--- src/rtl/mem_byte_seq_pkg.sv ---
`default_nettype none
// ============================================================================
// Module      : mem_byte_seq_pkg
// Description : Shared encodings for the byte-serial memory responder.
// Revision    : 1.0 - initial release
// ============================================================================
package mem_byte_seq_pkg;

    localparam logic [1:0] WIDTH_B = 2'd0;
    localparam logic [1:0] WIDTH_H = 2'd1;
    localparam logic [1:0] WIDTH_W = 2'd2;

    localparam int RAM_LAT = 1;

    typedef enum logic [1:0] {
        IDLE    = 2'd0,
        XFER    = 2'd1,
        RD_TAIL = 2'd2,
        DONE    = 2'd3
    } state_t;

    typedef enum logic {
        SRC_INST = 1'b0,
        SRC_DATA = 1'b1
    } src_t;

    // Index of the final beat; width code 3 behaves as a word.
    function automatic logic [1:0] beat_last(input logic [1:0] width);
        case (width)
            WIDTH_B: return 2'd0;
            WIDTH_H: return 2'd1;
            default: return 2'd3;
        endcase
    endfunction

endpackage
`default_nettype wire

--- src/rtl/mem_byte_seq_if.sv ---
`default_nettype none
// ============================================================================
// Module      : mem_byte_seq_if
// Description : Request/response handshake and 8-bit RAM bus of mem_byte_seq.
// Revision    : 1.0 - initial release
// ============================================================================
interface mem_byte_seq_if #(
    parameter int ADDR_W = 32
);
    logic              inst_req_in;
    logic [ADDR_W-1:0] inst_addr_in;
    logic              inst_done_out;
    logic [31:0]       inst_data_out;

    logic              data_req_in;
    logic              data_rw_in;
    logic [1:0]        data_width_in;
    logic              data_sext_in;
    logic [ADDR_W-1:0] data_addr_in;
    logic [31:0]       data_wdata_in;
    logic              data_done_out;
    logic [31:0]       data_rdata_out;

    logic [ADDR_W-1:0] ram_a_out;
    logic [7:0]        ram_dout_out;
    logic              ram_wr_out;
    logic [7:0]        ram_din_in;

    logic              busy_out;

    modport slave (
        input  inst_req_in, inst_addr_in,
        input  data_req_in, data_rw_in, data_width_in, data_sext_in,
        input  data_addr_in, data_wdata_in,
        input  ram_din_in,
        output inst_done_out, inst_data_out,
        output data_done_out, data_rdata_out,
        output ram_a_out, ram_dout_out, ram_wr_out,
        output busy_out
    );

    modport master (
        output inst_req_in, inst_addr_in,
        output data_req_in, data_rw_in, data_width_in, data_sext_in,
        output data_addr_in, data_wdata_in,
        output ram_din_in,
        input  inst_done_out, inst_data_out,
        input  data_done_out, data_rdata_out,
        input  ram_a_out, ram_dout_out, ram_wr_out,
        input  busy_out
    );
endinterface
`default_nettype wire

--- src/rtl/mem_byte_seq_ld_extend.sv ---
`default_nettype none
// ============================================================================
// Module      : mem_ld_extend
// Description : Turns the assembled load bytes into a 32-bit zero/sign-extended result.
// Revision    : 1.0 - initial release
// ============================================================================
module mem_ld_extend
    import mem_byte_seq_pkg::*;
(
    input  logic [31:0] asm_i,
    input  logic [1:0]  width_i,
    input  logic        sext_i,
    output logic [31:0] result_o
);
    always_comb begin
        result_o = asm_i;
        case (width_i)
            WIDTH_B: result_o = {{24{sext_i & asm_i[7]}}, asm_i[7:0]};
            WIDTH_H: result_o = {{16{sext_i & asm_i[15]}}, asm_i[15:0]};
            default: result_o = asm_i;
        endcase
    end
endmodule
`default_nettype wire

--- src/rtl/mem_byte_seq.sv ---
`default_nettype none
// ============================================================================
// Module      : mem_byte_seq
// Description : Serialises word-level fetch/load/store requests onto an 8-bit RAM bus.
// Revision    : 1.0 - initial release
// ============================================================================
module mem_byte_seq
    import mem_byte_seq_pkg::*;
#(
    parameter int ADDR_W = 32
) (
    input  logic           clk,
    input  logic           rst,
    input  logic           rdy,
    mem_byte_seq_if.slave  bus
);
    state_t            state_q, state_d;
    logic [1:0]        cnt_q, cnt_d;
    src_t              src_q;
    logic              store_q;
    logic [1:0]        width_q;
    logic              sext_q;
    logic [ADDR_W-1:0] base_q;
    logic [31:0]       wdata_q;
    logic              cap_vld_q;
    logic [1:0]        cap_idx_q;
    logic [31:0]       asm_q;
    logic [31:0]       inst_data_q;
    logic [31:0]       rdata_q;

    logic              w_accept;
    logic              w_cap;
    logic [31:0]       w_asm;
    logic [31:0]       w_ext;

    always_comb begin
        state_d  = state_q;
        cnt_d    = cnt_q;
        w_accept = 1'b0;
        if (rdy) begin
            case (state_q)
                IDLE: begin
                    if (bus.data_req_in || bus.inst_req_in) begin
                        w_accept = 1'b1;
                        state_d  = XFER;
                        cnt_d    = 2'd0;
                    end
                end
                XFER: begin
                    if (cnt_q == beat_last(width_q)) begin
                        cnt_d   = 2'd0;
                        state_d = store_q ? DONE : RD_TAIL;
                    end else begin
                        cnt_d = cnt_q + 2'd1;
                    end
                end
                RD_TAIL: state_d = DONE;
                default: state_d = IDLE;
            endcase
        end
    end

    // Read byte for the beat issued last cycle is merged here.
    assign w_cap = cap_vld_q && rdy;

    always_comb begin
        w_asm = asm_q;
        if (w_cap) begin
            w_asm[{cap_idx_q, 3'b000} +: 8] = bus.ram_din_in;
        end
    end

    mem_ld_extend u_ext (
        .asm_i    (w_asm),
        .width_i  (width_q),
        .sext_i   (sext_q),
        .result_o (w_ext)
    );

    always_ff @(posedge clk) begin
        if (rst) begin
            state_q     <= IDLE;
            cnt_q       <= 2'd0;
            src_q       <= SRC_INST;
            store_q     <= 1'b0;
            width_q     <= WIDTH_B;
            sext_q      <= 1'b0;
            base_q      <= '0;
            wdata_q     <= '0;
            cap_vld_q   <= 1'b0;
            cap_idx_q   <= 2'd0;
            asm_q       <= '0;
            inst_data_q <= '0;
            rdata_q     <= '0;
        end else if (rdy) begin
            state_q   <= state_d;
            cnt_q     <= cnt_d;
            cap_vld_q <= (state_q == XFER) && !store_q;
            cap_idx_q <= cnt_q;
            asm_q     <= w_asm;
            if (w_accept) begin
                asm_q <= '0;
                if (bus.data_req_in) begin
                    src_q   <= SRC_DATA;
                    store_q <= bus.data_rw_in;
                    width_q <= bus.data_width_in;
                    sext_q  <= bus.data_sext_in;
                    base_q  <= bus.data_addr_in;
                    wdata_q <= bus.data_wdata_in;
                end else begin
                    src_q   <= SRC_INST;
                    store_q <= 1'b0;
                    width_q <= WIDTH_W;
                    sext_q  <= 1'b0;
                    base_q  <= bus.inst_addr_in;
                    wdata_q <= '0;
                end
            end
            if (state_q == RD_TAIL) begin
                if (src_q == SRC_INST) begin
                    inst_data_q <= w_ext;
                end else begin
                    rdata_q <= w_ext;
                end
            end
        end
    end

    // While stalled with a read byte pending, re-present its address so the
    // RAM still returns that byte on the first cycle after rdy returns.
    always_comb begin
        bus.ram_a_out = '0;
        if (cap_vld_q && !rdy) begin
            bus.ram_a_out = base_q + ADDR_W'(cap_idx_q);
        end else if (state_q == XFER) begin
            bus.ram_a_out = base_q + ADDR_W'(cnt_q);
        end
    end

    assign bus.ram_wr_out     = (state_q == XFER) && store_q && rdy && !rst;
    assign bus.ram_dout_out   = ((state_q == XFER) && store_q) ? wdata_q[{cnt_q, 3'b000} +: 8] : 8'd0;
    assign bus.inst_done_out  = (state_q == DONE) && (src_q == SRC_INST) && rdy && !rst;
    assign bus.data_done_out  = (state_q == DONE) && (src_q == SRC_DATA) && rdy && !rst;
    assign bus.inst_data_out  = inst_data_q;
    assign bus.data_rdata_out = rdata_q;
    assign bus.busy_out       = (state_q != IDLE);

endmodule
`default_nettype wire

--- src/flat_wrapper.sv ---
// flat-port wrapper written by rule: the top's interface ports become plain ports
module mem_byte_seq_flat import mem_byte_seq_pkg::*;
#(
    parameter int ADDR_W = 32
)
  (clk, rst, rdy, bus_inst_req_in, bus_inst_addr_in, bus_data_req_in, bus_data_rw_in, bus_data_width_in, bus_data_sext_in, bus_data_addr_in, bus_data_wdata_in, bus_ram_din_in, bus_inst_done_out, bus_inst_data_out, bus_data_done_out, bus_data_rdata_out, bus_ram_a_out, bus_ram_dout_out, bus_ram_wr_out, bus_busy_out);
  mem_byte_seq_if #(.ADDR_W(ADDR_W)) bus_i ();
  input  logic clk;
  input  logic rst;
  input  logic rdy;
  input wire logic [$bits(bus_i.inst_req_in)-1:0] bus_inst_req_in;
  input wire logic [$bits(bus_i.inst_addr_in)-1:0] bus_inst_addr_in;
  input wire logic [$bits(bus_i.data_req_in)-1:0] bus_data_req_in;
  input wire logic [$bits(bus_i.data_rw_in)-1:0] bus_data_rw_in;
  input wire logic [$bits(bus_i.data_width_in)-1:0] bus_data_width_in;
  input wire logic [$bits(bus_i.data_sext_in)-1:0] bus_data_sext_in;
  input wire logic [$bits(bus_i.data_addr_in)-1:0] bus_data_addr_in;
  input wire logic [$bits(bus_i.data_wdata_in)-1:0] bus_data_wdata_in;
  input wire logic [$bits(bus_i.ram_din_in)-1:0] bus_ram_din_in;
  output wire logic [$bits(bus_i.inst_done_out)-1:0] bus_inst_done_out;
  output wire logic [$bits(bus_i.inst_data_out)-1:0] bus_inst_data_out;
  output wire logic [$bits(bus_i.data_done_out)-1:0] bus_data_done_out;
  output wire logic [$bits(bus_i.data_rdata_out)-1:0] bus_data_rdata_out;
  output wire logic [$bits(bus_i.ram_a_out)-1:0] bus_ram_a_out;
  output wire logic [$bits(bus_i.ram_dout_out)-1:0] bus_ram_dout_out;
  output wire logic [$bits(bus_i.ram_wr_out)-1:0] bus_ram_wr_out;
  output wire logic [$bits(bus_i.busy_out)-1:0] bus_busy_out;
  assign bus_i.inst_req_in = bus_inst_req_in;
  assign bus_i.inst_addr_in = bus_inst_addr_in;
  assign bus_i.data_req_in = bus_data_req_in;
  assign bus_i.data_rw_in = bus_data_rw_in;
  assign bus_i.data_width_in = bus_data_width_in;
  assign bus_i.data_sext_in = bus_data_sext_in;
  assign bus_i.data_addr_in = bus_data_addr_in;
  assign bus_i.data_wdata_in = bus_data_wdata_in;
  assign bus_i.ram_din_in = bus_ram_din_in;
  assign bus_inst_done_out = bus_i.inst_done_out;
  assign bus_inst_data_out = bus_i.inst_data_out;
  assign bus_data_done_out = bus_i.data_done_out;
  assign bus_data_rdata_out = bus_i.data_rdata_out;
  assign bus_ram_a_out = bus_i.ram_a_out;
  assign bus_ram_dout_out = bus_i.ram_dout_out;
  assign bus_ram_wr_out = bus_i.ram_wr_out;
  assign bus_busy_out = bus_i.busy_out;
  mem_byte_seq #(.ADDR_W(ADDR_W)) u_core (.clk(clk), .rst(rst), .rdy(rdy), .bus(bus_i));
endmodule
--- config.mk ---
export PLATFORM = sky130hd
export DESIGN_NAME = mem_byte_seq_flat
export DESIGN_NICKNAME = d
export VERILOG_FILES = /design/src/rtl/mem_byte_seq_pkg.sv /design/src/rtl/mem_byte_seq_if.sv /design/src/rtl/mem_byte_seq_ld_extend.sv /design/src/rtl/mem_byte_seq.sv /design/src/flat_wrapper.sv
export SDC_FILE = /design/constraint.sdc
export NUM_CORES = 1
export LEC_CHECK = 0
export ABC_CLOCK_PERIOD_IN_PS = 2500
export CELL_PAD_IN_SITES_DETAIL_PLACEMENT = 2
export CELL_PAD_IN_SITES_GLOBAL_PLACEMENT = 2
export CORE_MARGIN = 3
export CORE_UTILIZATION = 25
export DETAILED_ROUTE_END_ITERATION = 10
export GPL_ROUTABILITY_DRIVEN = 0
export GPL_TIMING_DRIVEN = 0
export MAX_ROUTING_LAYER = met4
export PLACE_DENSITY = 0.85
export SKIP_LAST_GASP = 1
export SLEW_MARGIN = 5
export SYNTH_ARGS = -nofsm -noshare
export SYNTH_HDL_FRONTEND = slang
export SYNTH_SLANG_ARGS = --single-unit
--- constraint.sdc ---
create_clock -name clk -period 2.5 [get_ports clk]
set_input_delay 0.375 -clock clk [delete_from_list [all_inputs] [get_ports clk]]
set_output_delay 0.375 -clock clk [all_outputs]
set_load 0.05 [all_outputs]
Word-level counts from Yosys, hierarchy flattened
Index checks and enable logic that the tools add are counted.

storage, ports and cells
  flip-flop bits (word level) = 172
  input port bits = 113
  output and inout port bits = 108
  logic and storage cells = 81

cells by class
  add/sub/neg operators = 4
  eq/ne operators = 7
  shift-type cells = 3
  muxes and demuxes = 26
  bitwise gates (word level) = 3
  reduce and logical (&&, ||, !) cells = 25

operator list
  kind                                                   count
  2-to-1 mux 32 bit                                      6
  adder 32 x 2 -> 32 bit                                 2
  case mux 32 bit (2 select lines)                       1
  bitwise mux 32 bit                                     1
  variable shift 8 x 7 -> 32 bit, first input constant   1
  indexed part select 32 x 6 -> 8 bit                    1
  indexed part select 8 x 7 -> 32 bit                    1
  2-to-1 mux 2 bit                                       7
  logical AND 1 bit                                      12
  AND reduction 3 bit                                    4
  2-to-1 mux 8 bit                                       1
  case mux 2 bit (2 select lines)                        2
  2-to-1 mux 1 bit                                       7
  negation 5 -> 7 bit                                    1
  case mux 2 bit (3 select lines)                        1
  equality test 2 x 1 -> 1 bit, second input constant    2
  equality test 2 bit, second input constant             2
  zero test 2 bit                                        2
  inequality test 2 x 1 -> 1 bit, second input constant  2
  nonzero test 2 bit                                     2
  zero test 1 bit                                        3
  adder 2 x 1 -> 2 bit, second input constant            1
  AND 1 bit                                              2
  equality test 2 bit                                    1
  3 further kinds                                        3

Logic depth before layout (Yosys ltp)
Gate-level depths: netlist (run 1).

  depth after elaboration = 7
  gate-level depth with buffers = 10
  mapped depth without buffers = 9

Cells and area by module
Synthesis (run 1) repeated with hierarchy kept, for this count alone.

second synthesis, totals
  cell total of the unflattened synthesis = 1014
  area, all modules = 8536.9 µm²

by module, submodules not included
  module         instances  cells each  area an instance (µm²)
  mem_byte_seq   1          948         8151.6
  mem_ld_extend  1          66          385.4

Least setup slack after synthesis (run 1)
OpenSTA, ideal clock, no wires.

  kind = register -> output
  start = register u_core.cap_idx_q[0]
  end = output bus_ram_a_out[28]
  arrival = 2.811 ns
  data required time = 2.125 ns
  setup slack = -0.686 ns
  cell stages (with the launch flop) = 9
  path through = dfxtp_1 ha_1 inv_1 fa_1 nor2_1 nand4_1 nand2_1 o31ai_1 a311oi_1

on the way
  word-level cells in the longest chain between the ends = 2

RTL lines
  item                      RTL line             text
  start: declaration        mem_byte_seq.sv:26   logic [1:0] cap_idx_q;
  start signal: assignment  mem_byte_seq.sv:99   cap_idx_q <= cnt_q;
  adder 32 x 2 -> 32 bit    mem_byte_seq.sv:134  bus.ram_a_out = base_q + ADDR_W'(cap_idx_q);
  2-to-1 mux 32 bit         mem_byte_seq.sv:133  if (cap_vld_q && !rdy) begin
  end: declaration          flat_wrapper.sv:24   output wire logic [$bits(bus_i.ram_a_out)-1:0] bus_ram_a_out;

No other way between the ends.

Worst setup path in the final report (run 1)
  start = register u_core.base_q[15]
  end = output bus_ram_a_out[28]

on the way
  word-level cells in the longest chain between the ends = 3

RTL lines
  item                      RTL line             text
  start: declaration        mem_byte_seq.sv:23   logic [ADDR_W-1:0] base_q;
  start signal: assignment  mem_byte_seq.sv:108  base_q <= bus.data_addr_in;
  start signal: assignment  mem_byte_seq.sv:115  base_q <= bus.inst_addr_in;
  adder 32 x 2 -> 32 bit    mem_byte_seq.sv:136  bus.ram_a_out = base_q + ADDR_W'(cnt_q);
  2-to-1 mux 32 bit         mem_byte_seq.sv:135  end else if (state_q == XFER) begin
  2-to-1 mux 32 bit (*)     mem_byte_seq.sv:133

Every way passes the cells marked *; elsewhere a longest branch is shown, timed or not.

==> impl_metrics.env, run 1 <==
export IMPL_status="finished with violations"
export IMPL_violations="setup timing"
export IMPL_drive_gt1_share_pct=27.7
export IMPL_crit_arrival_ps=2850
export IMPL_cts_sinks=172
export IMPL_wl_um=46600
export IMPL_grt_usage_pct=23.5
export IMPL_whs_ps=461
export IMPL_dr_pass1_iters=5
export IMPL_grt_max_degree=18
export IMPL_n_fill_cell=3636
export IMPL_holdBufCountCts=0
export IMPL_dp_hpwl_um=29200
export IMPL_yosysSeqAreaShare_pct=40.1
export IMPL_synth_distinct_cells=55
export IMPL_path_clk_slew_ps=80
export IMPL_ys_ff_latch=172
export IMPL_finalNetCount=1526
export IMPL_layout_common_cells="173 x clkdlybuf4s50_1, 172 x nor2_1, 151 x dfxtp_1, 79 x nand2_1, 63 x a21oi_1"
export IMPL_period_needed_ps=3220
export IMPL_ys_warn_count=0
export IMPL_tightest_slew_ps=1000
export IMPL_setup_viol=66
export IMPL_vdd_drop_max_uv=481
export IMPL_syn_cell_area_mm2=0.00860
export IMPL_crit_required_ps=2120
export IMPL_drv_slew=0
export IMPL_drv_cap=0
export IMPL_core_area_mm2=0.0337
export IMPL_grt_ovfl_total=0
export IMPL_detail_route_wl_per_cell_um=25.1
export IMPL_synth_ff_type="dfxtp_1"
export IMPL_layout_commonest_cell="clkdlybuf4s50_1"
export IMPL_async_flop_share_pct=0
export IMPL_pin_count=221
export IMPL_clk_path_buf_depth=2
export IMPL_synth_avg_cell_area_um2=7.95
export IMPL_clkLatencyLatePin_ps=450
export IMPL_crit_fanout=6
export IMPL_grt_pass1_wl_um=64700
export IMPL_port_buffers=218
export IMPL_vias=10054
export IMPL_vias_per_cell=5.41
export IMPL_synth_edf_count=0
export IMPL_final_cells=1859
export IMPL_cts_buffers=17
export IMPL_cts_tree="yes"
export IMPL_hp_class="flop to flop"
export IMPL_die_w_um=191
export IMPL_drt_iter0_drc=527
export IMPL_rsz0062_at_grt="yes"
export IMPL_slew_limit_headroom_pct=33.3
export IMPL_fmax_mhz=310
export IMPL_startpoint_type="flop"
export IMPL_antenna_found_initial=1
export IMPL_start_util_pct=25.5
export IMPL_antenna_left=0
export IMPL_fin_skew_ps=16.5
export IMPL_p_leak_nw=5.04
export IMPL_syn_inst=1081
export IMPL_die_area_mm2=0.0366
export IMPL_tns_ps=-18680
export IMPL_fin_crit_sh_pct=129
export IMPL_grt_pass1_vias=10853
export IMPL_critPathCaptureType="output port"
export IMPL_finalPower_mw=7.44
export IMPL_hold_violations=0
export IMPL_rows=67
export IMPL_area_growth_pct=62.7
export IMPL_dp_cells=1747
export IMPL_drc=0
export IMPL_crit_type="flop to output port"
export IMPL_clock_root_buffer="clkbuf_16"
export IMPL_synth_fp_nets=1210
export IMPL_die_h_um=191
export IMPL_htreeDepth=4
export IMPL_fin_ws_ps=-725
export IMPL_power_density_mw_per_mm2=532
[metal layers]
metal / GRT usage (%) / share of wire [%]
met1: 26.8 / 40
met2: 41.6 / 51
met3: 3.81 / 4.4
met4: 8.04 / 3.8
met5: - / 0
[state kept, by name, indices dropped and copies added, names as in the netlist]
name and cells:
u_core.src_q 1, u_core.store_q 1, u_core.sext_q 1, u_core.bus.data_rdata_out 32
u_core.width_q 2, u_core.cap_idx_q 2, u_core.state_q 2, u_core.wdata_q 32
u_core.bus.inst_data_out 32, u_core.cap_vld_q 1, u_core.cnt_q 2, u_core.base_q 32
u_core.asm_q 32
[power breakdown]
part / internal (mW) / switching, mW / total, mW
Combinational: 0.576 / 0.922 / 1.50
Sequential: 2.86 / 0.179 / 3.04
Clock: 1.55 / 1.36 / 2.90
Total: 4.98 / 2.46 / 7.44
[metrics by stage]
stage / area [um2] / setup WS [ps] / util [%]
6_report: 14000 / -725 / 41.5
5_1_grt: 14000 / -835 / 41.5
4_1_cts: 13100 / -527 / 38.8
3_5_place_dp: 11500 / -1700 / 34.1
3_3_place_gp: 11500 / -1700 / 34.1
2_1_floorplan: 8740 / -169 / -
[final cells by class]
type                            instances  area [um2]  share of cell area, %
Sequential cell                       172        3490                   24.9
Timing Repair Buffer                  305        3020                   21.6
Clock buffer                           18         439                   3.14
Antenna cell                            1        2.50                 0.0179
Clock inverter                         14         173                   1.23
Inverter                               10        45.0                  0.322
Buffer                                 78         469                   3.35
Tap cell                              448         561                   4.01
Multi-Input combinational cell        813        5790                   41.4
[cell families (layout without fill, tap and decap cells)]
kind of cell / after synthesis / after routing / share of synthesized area [%]
buf+inv: 96 / 425 / 4.42
fa+ha+maj: 16 / 16 / 2.50
flops: 172 / 172 / 40.1
simple gates: 481 / 481 / 25.4
mux: 46 / 46 / 6.52
compound gates: 263 / 263 / 20.3
xor+xnor: 7 / 7 / 0.713
other cells: 0 / 1 / 0
[cells in the mapped netlist (all sizes together) (3+ instances only)]
| master | count | area, um2 |
|---|---|---|
| nor3 | 53 | 265 |
| and2 | 4 | 25.0 |
| a22o | 9 | 78.8 |
| or2 | 3 | 18.8 |
| nand2 | 86 | 323 |
| a311oi | 3 | 26.3 |
| a21o | 3 | 22.5 |
| a211oi | 72 | 561 |
| dfxtp | 172 | 3440 |
| buf | 12 | 65.1 |
| nand3b | 3 | 22.5 |
| nand4 | 7 | 43.8 |
| nor2 | 198 | 743 |
| nor2b | 17 | 106 |
| inv | 10 | 37.5 |
| clkbuf | 74 | 278 |
| nand2b | 4 | 25.0 |
| a31oi | 4 | 25.0 |
| nand3 | 58 | 290 |
| and3 | 36 | 225 |
| ha | 14 | 175 |
| xor2 | 3 | 26.3 |
| o22ai | 19 | 119 |
| a32o | 3 | 30.0 |
| xnor2 | 4 | 35.0 |
| mux4 | 8 | 180 |
| nor3b | 5 | 37.5 |
| a22oi | 24 | 180 |
| o21ai | 27 | 135 |
| a21oi | 82 | 410 |
| mux2i | 38 | 380 |
[final timing paths]
kind | start | end | slack, ps | cells after the start
hold reg to reg | u_core.wdata_q[28]$_SDFFE_PP0P_ | u_core.wdata_q[28]$_SDFFE_PP0P_ | 460 | 2
setup reg to reg | u_core.cap_idx_q[0]$_SDFFE_PP0P_ | u_core.bus.inst_data_out[28]$_SDFFE_PP0P_ | -320 | 13
hold / removal | u_core.wdata_q[28]$_SDFFE_PP0P_ | u_core.wdata_q[28]$_SDFFE_PP0P_ | 460 | 2
setup / recovery | u_core.base_q[15]$_SDFFE_PP0P_ | bus_ram_a_out[28] | -720 | 8
[timing repair]
item,in CTS,in global routing
hold endpoints to repair,0,0
pin swaps,32,63
cloned,0,2
endpoints found under the setup margin,161,151
buffers inserted,48,38
resized for setup,442,161
[critical path: stages (launching register included)]
cell      delay (ps)
dfxtp_1          470
nand2_1          320
nor4_4           360
buf_4            200
nand4_1          200
nand2_1          170
o31ai_1          100
a311oi_2         290
clkbuf_4         290
No activity file was read; power rests on OpenSTA's default activity.
==> run 2, diff against run 1 <==
--- a/config.mk
+++ b/config.mk
@@ -9,8 +9,9 @@
 export CELL_PAD_IN_SITES_DETAIL_PLACEMENT = 2
 export CELL_PAD_IN_SITES_GLOBAL_PLACEMENT = 2
 export CORE_MARGIN = 3
-export CORE_UTILIZATION = 25
+export CORE_UTILIZATION = 33
 export DETAILED_ROUTE_END_ITERATION = 10
+export DONT_BUFFER_PORTS = 1
 export GPL_ROUTABILITY_DRIVEN = 0
 export GPL_TIMING_DRIVEN = 0
 export MAX_ROUTING_LAYER = met4
==> run 2 against run 1 <==
  * The flow still finishes with violations (setup timing)
  * Highest routed layer unchanged
  * Non-clock buffer count is 240 lower
  * Final cell count is 19% lower
  * Routed wire length is 4.6% lower
  * Global-route usage is 4.8 points higher
  * Total power is 5.5% lower
  * Largest power group unchanged
  * Critical path type unchanged
  * Largest cell class unchanged
==> impl_metrics.env, run 2 (synthesis results as in run 1) <==
export IMPL_crit_arrival_ps=2920
export IMPL_cts_tree="yes"
export IMPL_pin_count=221
export IMPL_die_area_mm2=0.0280
export IMPL_n_fill_cell=2719
export IMPL_antenna_diode_count=0
export IMPL_startpoint_type="flop"
export IMPL_port_buffers=0
export IMPL_grt_ovfl_total=0
export IMPL_hp_class="input pin to flop"
export IMPL_reg2reg_depth=12
export IMPL_start_util_pct=33.8
export IMPL_finalNetCount=1286
export IMPL_fmax_mhz=304
export IMPL_finalPower_mw=7.03
export IMPL_violations="setup timing"
export IMPL_core_area_mm2=0.0254
export IMPL_drv_slew=0
export IMPL_final_cells=1500
export IMPL_setup_viol=64
export IMPL_fin_skew_ps=18.4
export IMPL_tightest_slew_ps=906
export IMPL_dp_cells=1411
export IMPL_hold_depth=2
export IMPL_grt_pass1_vias=9735
export IMPL_htreeDepth=4
export IMPL_whs_ps=91.2
export IMPL_slew_limit_headroom_pct=39.6
export IMPL_fin_ws_ps=-791
export IMPL_crit_fanout=9
export IMPL_clk_path_buf_depth=2
export IMPL_clock_root_buffer="clkbuf_16"
export IMPL_drv_cap=0
export IMPL_cts_sinks=172
export IMPL_grt_max_degree=20
export IMPL_die_w_um=167
export IMPL_cts_buffers=17
export IMPL_fin_crit_sh_pct=132
export IMPL_rr_startpoint="u_core.cap_idx_q[0]$_SDFFE_PP0P_"
export IMPL_crit_required_ps=2120
export IMPL_vias_per_cell=6.17
export IMPL_drt_iter0_drc=745
export IMPL_vias=9261
export IMPL_startpoint="u_core.base_q[5]$_SDFFE_PP0P_"
export IMPL_layout_common_cells="166 x nor2_1, 150 x dfxtp_1, 79 x nand2_1, 64 x a21oi_1, 51 x nand3_1"
export IMPL_grt_pass1_wl_um=60100
export IMPL_path_clk_slew_ps=90
export IMPL_ff2ff_setup_slack_ps=-260
export IMPL_timing_rr_end="u_core.bus.inst_data_out[23]$_SDFFE_PP0P_"
export IMPL_rows=58
export IMPL_drive_gt1_share_pct=30.9
export IMPL_rsz0062_at_grt="yes"
export IMPL_die_h_um=167
export IMPL_vdd_drop_max_uv=367
export IMPL_hold_violations=0
export IMPL_antenna_found_initial=0
export IMPL_drc=0
export IMPL_p_leak_nw=4.02
export IMPL_power_density_mw_per_mm2=598
export IMPL_crit_type="flop to output port"
export IMPL_wl_um=44500
export IMPL_layout_commonest_cell="nor2_1"
export IMPL_holdBufCountCts=0
export IMPL_min_delay_start="bus_data_wdata_in[2]"
export IMPL_period_needed_ps=3290
export IMPL_detail_route_wl_per_cell_um=29.7
export IMPL_critPathCaptureType="output port"
export IMPL_clkLatencyLatePin_ps=450
export IMPL_dp_hpwl_um=25500
export IMPL_status="finished with violations"
export IMPL_grt_usage_pct=28.3
export IMPL_dr_pass1_iters=4
export IMPL_antenna_left=0
export IMPL_worstHoldEndpoint="u_core.wdata_q[2]$_SDFFE_PP0P_"
export IMPL_area_growth_pct=36.8
-- run 2: changes by cell type in the layout (fill, tap and decap cells not counted), sizes merged --
| cell | before | now |
|---|---|---|
| buf | 137 | 78 |
| inv | 16 | 15 |
| dlymetal6s2s | 1 | 0 |
| clkinv | 4 | 8 |
| diode | 1 | 0 |
| bufinv | 2 | 0 |
| clkbuf | 87 | 82 |
| clkdlybuf4s15 | 2 | 0 |
| dlygate4sd2 | 1 | 0 |
| clkdlybuf4s50 | 173 | 0 |
-- run 2: cell type report --
cell class / instances / area [um2] / area share, %
inverter: 10 / 43.8 / 0.372
tap: 330 / 413 / 3.51
clock inverter: 15 / 171 / 1.46
multi-input combinational: 813 / 6200 / 52.7
timing repair buffer: 68 / 628 / 5.34
sequential: 172 / 3500 / 29.7
buffer: 75 / 379 / 3.22
clock buffer: 17 / 425 / 3.62
-- run 2: worst max-delay path, cell delays in order, from the launching register on --
cell and delay [ps]:
dfxtp_1 340, buf_6 150, and4_1 280, and3_2 410, nand2_1 150, nor3_1 310, o31ai_1 200, a311oi_4 630
-- run 2: timing repair --
item,CTS,global route
endpoints found under the hold margin,0,0
setup buffers,52,24
endpoints found under the setup margin,149,128
pin swaps,65,94
cloned,0,1
gates resized for setup,206,187
-- run 2: routing by layer --
| metal | up-vias | part of all wire (%) | track usage (%) | wire length [um] |
|---|---|---|---|---|
| met2 | 372 | 50 | 46.8 | 22500 |
| met1 | 4768 | 40 | 33.7 | 18000 |
| met5 | - | 0 | - | 0 |
| li1 | 4026 | - | - | - |
| met4 | 0 | 3.8 | 11.5 | 1710 |
| met3 | 95 | 5.2 | 5.69 | 2310 |
-- run 2: stage by stage --
stage	util, %	area, um2	TNS, ps	worst slack [ps]
2_1_floorplan	-	8740	-846	-169
3_3_place_gp	36.0	9150	-45660	-934
3_5_place_dp	36.1	9160	-57500	-931
4_1_cts	42.9	10900	-9610	-556
5_1_grt	46.3	11800	-19560	-833
6_report	46.3	11800	-16450	-791
-- run 2: power by group --
part / internal [mW] / switching (mW) / leakage [nW]
logic: 0.339 / 0.773 / 2.32
clock network: 1.35 / 1.42 / 0.288
registers: 2.86 / 0.286 / 1.41
total: 4.55 / 2.48 / 4.02
-- run 2: worst max path at each step --
stage / end / cells past startpoint
final: bus_ram_a_out[28] / 7
after CTS: bus_ram_a_out[24] / 8
after detailed placement: bus_ram_a_out[28] / 6
after global routing: bus_ram_a_out[28] / 7
after global placement: bus_ram_a_out[28] / 6
after floorplan: bus_ram_a_out[28] / 5
